==> src/rtl/instr_exec_unit.sv <==
// Multi-cycle instruction execution unit: small register file, flat memory,
// IDLE/EXEC/WB sequencing with a one-cycle retire pulse and range-error flag.
module instr_exec_unit #(
  parameter int unsigned DW        = 8,
  parameter int unsigned NREG      = 4,
  parameter int unsigned MEM_DEPTH = 8,
  localparam int unsigned RW = $clog2(NREG),
  localparam int unsigned AW = $clog2(MEM_DEPTH),
  localparam int unsigned IW = 3 + 2 * RW + DW
) (
  input  logic                    clk,
  input  logic                    rst,
  input  logic [IW-1:0]           instruction,
  input  logic                    instr_valid,
  output logic                    instr_ready,
  output logic                    done,
  output logic                    err,
  output logic [NREG*DW-1:0]      regs,
  output logic [MEM_DEPTH*DW-1:0] memory,
  output logic                    zero,
  output logic                    carry
);

  localparam logic [1:0] S_IDLE = 2'd0;
  localparam logic [1:0] S_EXEC = 2'd1;
  localparam logic [1:0] S_WB   = 2'd2;

  localparam logic [2:0] OP_LOADI = 3'b000;
  localparam logic [2:0] OP_LOAD  = 3'b001;
  localparam logic [2:0] OP_STORE = 3'b010;
  localparam logic [2:0] OP_ADD   = 3'b011;
  localparam logic [2:0] OP_SUB   = 3'b100;
  localparam logic [2:0] OP_AND   = 3'b101;
  localparam logic [2:0] OP_XOR   = 3'b110;
  localparam logic [2:0] OP_SHL   = 3'b111;

  logic [1:0]    state, state_nx;
  logic [IW-1:0] ir;
  logic [DW-1:0] reg_q [NREG];
  logic [DW-1:0] mem_q [MEM_DEPTH];
  logic [DW-1:0] load_q;

  logic [2:0]    op;
  logic [RW-1:0] rd_i, rs_i;
  logic [DW-1:0] imm;
  logic [AW-1:0] addr;
  logic          in_range;

  assign op       = ir[IW-1 -: 3];
  assign rd_i     = ir[DW+RW +: RW];
  assign rs_i     = ir[DW +: RW];
  assign imm      = ir[DW-1:0];
  assign addr     = imm[AW-1:0];
  assign in_range = 32'(imm) < MEM_DEPTH;

  // ALU: both operands read before any write, so rd==rs sees the old value
  logic [DW-1:0] a, b, alu_res;
  logic [DW:0]   wide;
  logic          alu_c;

  always_comb begin
    a       = reg_q[rd_i];
    b       = reg_q[rs_i];
    wide    = '0;
    alu_res = '0;
    alu_c   = 1'b0;
    case (op)
      OP_LOADI: alu_res = imm;
      OP_ADD: begin
        wide    = {1'b0, a} + {1'b0, b};
        alu_res = wide[DW-1:0];
        alu_c   = wide[DW];
      end
      OP_SUB: begin
        alu_res = a - b;
        alu_c   = a < b;
      end
      OP_AND: alu_res = a & b;
      OP_XOR: alu_res = a ^ b;
      OP_SHL: begin
        wide    = {1'b0, a} << imm[2:0];
        alu_res = wide[DW-1:0];
        alu_c   = wide[DW];
      end
      default: ;
    endcase
  end

  always_ff @(posedge clk or posedge rst) begin
    if (rst) state <= S_IDLE;
    else     state <= state_nx;
  end

  always_comb begin
    state_nx = state;
    case (state)
      S_IDLE:  if (instr_valid) state_nx = S_EXEC;
      S_EXEC:  state_nx = (op == OP_LOAD) ? S_WB : S_IDLE;
      S_WB:    state_nx = S_IDLE;
      default: state_nx = S_IDLE;
    endcase
  end

  // Datapath: LOAD samples memory in EXEC and retires from WB
  always_ff @(posedge clk or posedge rst) begin
    if (rst) begin
      ir          <= '0;
      load_q      <= '0;
      zero        <= 1'b0;
      carry       <= 1'b0;
      done        <= 1'b0;
      err         <= 1'b0;
      instr_ready <= 1'b1;
      for (int i = 0; i < int'(NREG); i++)      reg_q[i] <= '0;
      for (int i = 0; i < int'(MEM_DEPTH); i++) mem_q[i] <= '0;
    end else begin
      done        <= 1'b0;
      err         <= 1'b0;
      instr_ready <= (state_nx == S_IDLE);
      case (state)
        S_IDLE: if (instr_valid) ir <= instruction;
        S_EXEC: begin
          if (op == OP_LOAD) begin
            load_q <= in_range ? mem_q[addr] : '0;
          end else if (op == OP_STORE) begin
            if (in_range) mem_q[addr] <= a;
            done <= 1'b1;
            err  <= !in_range;
          end else begin
            reg_q[rd_i] <= alu_res;
            zero        <= (alu_res == '0);
            carry       <= alu_c;
            done        <= 1'b1;
          end
        end
        S_WB: begin
          reg_q[rd_i] <= load_q;
          zero        <= (load_q == '0);
          carry       <= 1'b0;
          done        <= 1'b1;
          err         <= !in_range;
        end
        default: ;
      endcase
    end
  end

  always_comb begin
    regs   = '0;
    memory = '0;
    for (int i = 0; i < int'(NREG); i++)      regs[i*DW +: DW]   = reg_q[i];
    for (int i = 0; i < int'(MEM_DEPTH); i++) memory[i*DW +: DW] = mem_q[i];
  end

endmodule

==> config.mk <==
export PLATFORM = sky130hd
export DESIGN_NAME = instr_exec_unit
export DESIGN_NICKNAME = d
export VERILOG_FILES = /design/src/rtl/instr_exec_unit.sv
export SDC_FILE = /design/constraint.sdc
export NUM_CORES = 1
export LEC_CHECK = 0
export CORE_ASPECT_RATIO = 1.2
export CORE_UTILIZATION = 54
export CTS_BUF_LIST = sky130_fd_sc_hd__clkbuf_8 sky130_fd_sc_hd__clkbuf_16
export DETAILED_ROUTE_END_ITERATION = 7
export PLACE_DENSITY = 0.92
export SETUP_SLACK_MARGIN = 0.5
export SYNTH_ARGS = -nofsm -noshare
export SYNTH_HDL_FRONTEND = slang
export SYNTH_SLANG_ARGS = --single-unit
==> constraint.sdc <==
create_clock -name clk -period 4.8 [get_ports clk]
set_input_delay 0.96 -clock clk [delete_from_list [all_inputs] [get_ports clk]]
set_output_delay 0.96 -clock clk [all_outputs]
set_load 0.03 [all_outputs]
==> metrics <==
status=finished clean; #FFs+latches synth=126; Final Setup Violations=0; clock slew at reported path FFs=0.06 ns; layout cells sized above 1=0.239; CTS tree=yes; Synthesis Warnings=0; number of vias per cell=6.57; register area share after synthesis=0.441; Worst Setup SP=ir[10]$_DFFE_PP0P_; Max VDD drop=516 uV; Worst-Skew Late Latency=0.42 ns; Hold Buf Count CTS=0; WP data arrival=4.31 ns; HP Start=load_q[2]$_DFFE_PP0P_; Hold Vio Cnt, Final=0; Final nets=779; Syn Inst Count=633; DRT Wirelength=22,600 um; initial DRC count=507; Leak=4.00 nW; total CTS buffers=17; leading cell type in the layout, fill and taps excluded=dfrtp_1; total grt overflow=0; final slew viol count=0; vias in the first global route=6,176; Mapped Area=7160 um2; Initial Util=0.560; Hold WC Path Type=reg2reg; CP Buf/Inv Count=0; clock root buffer=clkbuf_16; FF-to-FF Start=ir[10]$_DFFE_PP0P_; unrepaired setup endpoints after global routing=no; Max Root-Sink Buffers=2; Final min period=3.99 ns; synth-to-layout area growth=26.5%; number of remaining DRC errors=0; Clock Skews=0.00912 ns; DR pass1 iterations=6; antenna violations before repair=0; ANT cells=0; FFs w/ async S/R, synth=1.00; Synth cell types=56; Post-DP Area=8480 um2; syn nets=673; Startpoint Class=register; achievable frequency=250 MHz; total number of vias=6,019; Final Cell Area=9060 um2; first-pass GRT wire length=35,000 um; num rows=45; Tcrit/Tclk final=0.832; core box area=12,800 um2; DP Wirelength=16,100 um; WL per Instance=24.7 um; hold path depth=2; clk sinks=126; antenna viol nets, final=0; Setup TNS Final=0 ns; number of synthesized flops with an enable pin=0; WP depth=9; H-tree lvl count=4; Setup Fix Bufs, Post-CTS=0; Port Buffers=118; CP Cell Sequence=mux4_1 > ha_1 > nor2_1 > a221oi_1 > xnor2_1 > nor2_1 > or4_1 > or4_1 > o41ai_2; Crit Path Class=reg2reg; Rel. slew slack=0.294; maxcap violations=0; R2R cell count=9; Req. time, crit path=5.12 ns; Die Wd=107 um; most frequent cells in the layout=dfrtp_1 (124), clkdlybuf4s50_1 (118), mux2_2 (115); CP Max Fanout=15; CP delay by family, top=simple AND/OR/NAND/NOR gates; Critical-path top delay cell=mux4_1; DIE HEIGHT=128 um; Pwr Density=760 nW/um2; GRT Util Overall=0.345; Avg Cell Area, Syn=11.3 um2; post-CTS sizing=0; CP max stage delay=0.92 ns; Die ar.=13,700 um2; GPL Wtd Cong=0.920; largest net degree at the start of global routing=50; I/O pins=119; measured slew at the worst slew-check pin=1.06 ns; Critical Path End Type=register; Post-synth top flop=dfrtp_1
-- per-stage QoR --
step	setup WS (ns)	instances	total power, mW	hold slack [ns]	utilization
after global placement	0.710	884	5.44	0.497	0.663
after floorplan	1.22	633	4.31	0.449	-
final	0.806	916	6.88	0.527	0.709
after CTS	0.612	916	6.81	0.522	0.709
after global routing	0.554	916	7.26	0.543	0.709
after detailed placement	0.630	884	5.51	0.506	0.663
-- kinds of logic (layout without fill, tap and decap cells) --
kind of cell | after synthesis | after routing | share of synthesized area
adders and majority gates | 22 | 22 | 0.0405
AOI/OAI and AO/OA | 118 | 118 | 0.110
xor gates and xnor gates | 3 | 3 | 0.00367
DFF | 126 | 126 | 0.441
and+or+nand+nor | 148 | 148 | 0.101
buffers and inverters | 63 | 182 | 0.0343
muxes | 153 | 153 | 0.270
-- Yosys cell counts, types with 3 or more instances --
cell,count,share of area
a2111oi_0,3,0.0037
a211o_1,4,0.0049
a211oi_1,7,0.0073
a21oi_1,22,0.015
a221oi_1,6,0.0073
a22oi_1,5,0.0052
a31oi_1,3,0.0026
and3_1,4,0.0035
buf_1,8,0.0042
clkbuf_1,30,0.016
dfrtp_1,125,0.44
ha_1,20,0.035
inv_1,23,0.012
mux2_2,115,0.18
mux2i_1,18,0.025
mux4_2,18,0.057
nand2_1,40,0.021
nand2b_1,9,0.0079
nand3_1,12,0.0084
nand3b_1,3,0.0031
nor2_1,34,0.018
nor2b_1,12,0.010
nor3_1,18,0.013
nor4_1,3,0.0026
o21a_1,4,0.0042
o21ai_0,28,0.020
o22ai_1,11,0.0096
o31ai_1,5,0.0052
or4_1,3,0.0031
xnor2_1,3,0.0037
-- layer usage --
| metal | global-route usage | part of all wire |
|---|---|---|
| met5 | 0 | 0 |
| met4 | 0.178 | 0.043 |
| met3 | 0.0661 | 0.068 |
| met1 | 0.434 | 0.39 |
| met2 | 0.566 | 0.50 |
-- flip-flops by register name, indices dropped and copies added (netlist names), 2 cells and up --
name	count
load_q	8
regs	32
state	2
ir	15
memory	64
-- layout make-up --
cell class	count	area, um2
multi-input cells	444	3760
clock buffers	19	453
well taps	164	205
fillers	878	3720
repair buffers	127	1260
clock inverters	13	130
flip-flops and latches	126	3160
inverters	23	90.1
-- report_power, final --
part	total [mW]	switching, mW	internal (mW)
registers	1.72	0.428	1.29
clock network	1.27	0.522	0.753
logic	3.89	2.31	1.59
-- tightest hold or removal path: stages (launching register included) --
cell	delay, ns
dfrtp_1	0.36
nand2_1	0.05
o21ai_0	0.07
-- final timing paths --
kind / endpoint / slack [ns]
worst max-delay path: zero$_DFFE_PP0P_ / 0.81
worst min-delay path: load_q[2]$_DFFE_PP0P_ / 0.53
worst max register to register: zero$_DFFE_PP0P_ / 0.81
worst min register to register: load_q[2]$_DFFE_PP0P_ / 0.53
max in group asynchronous: instr_ready$_DFF_PP1_ / 2.81
min in group asynchronous: regs[1]$_DFFE_PP0P_ / 1.13
(Power assumes the default switching activity.)
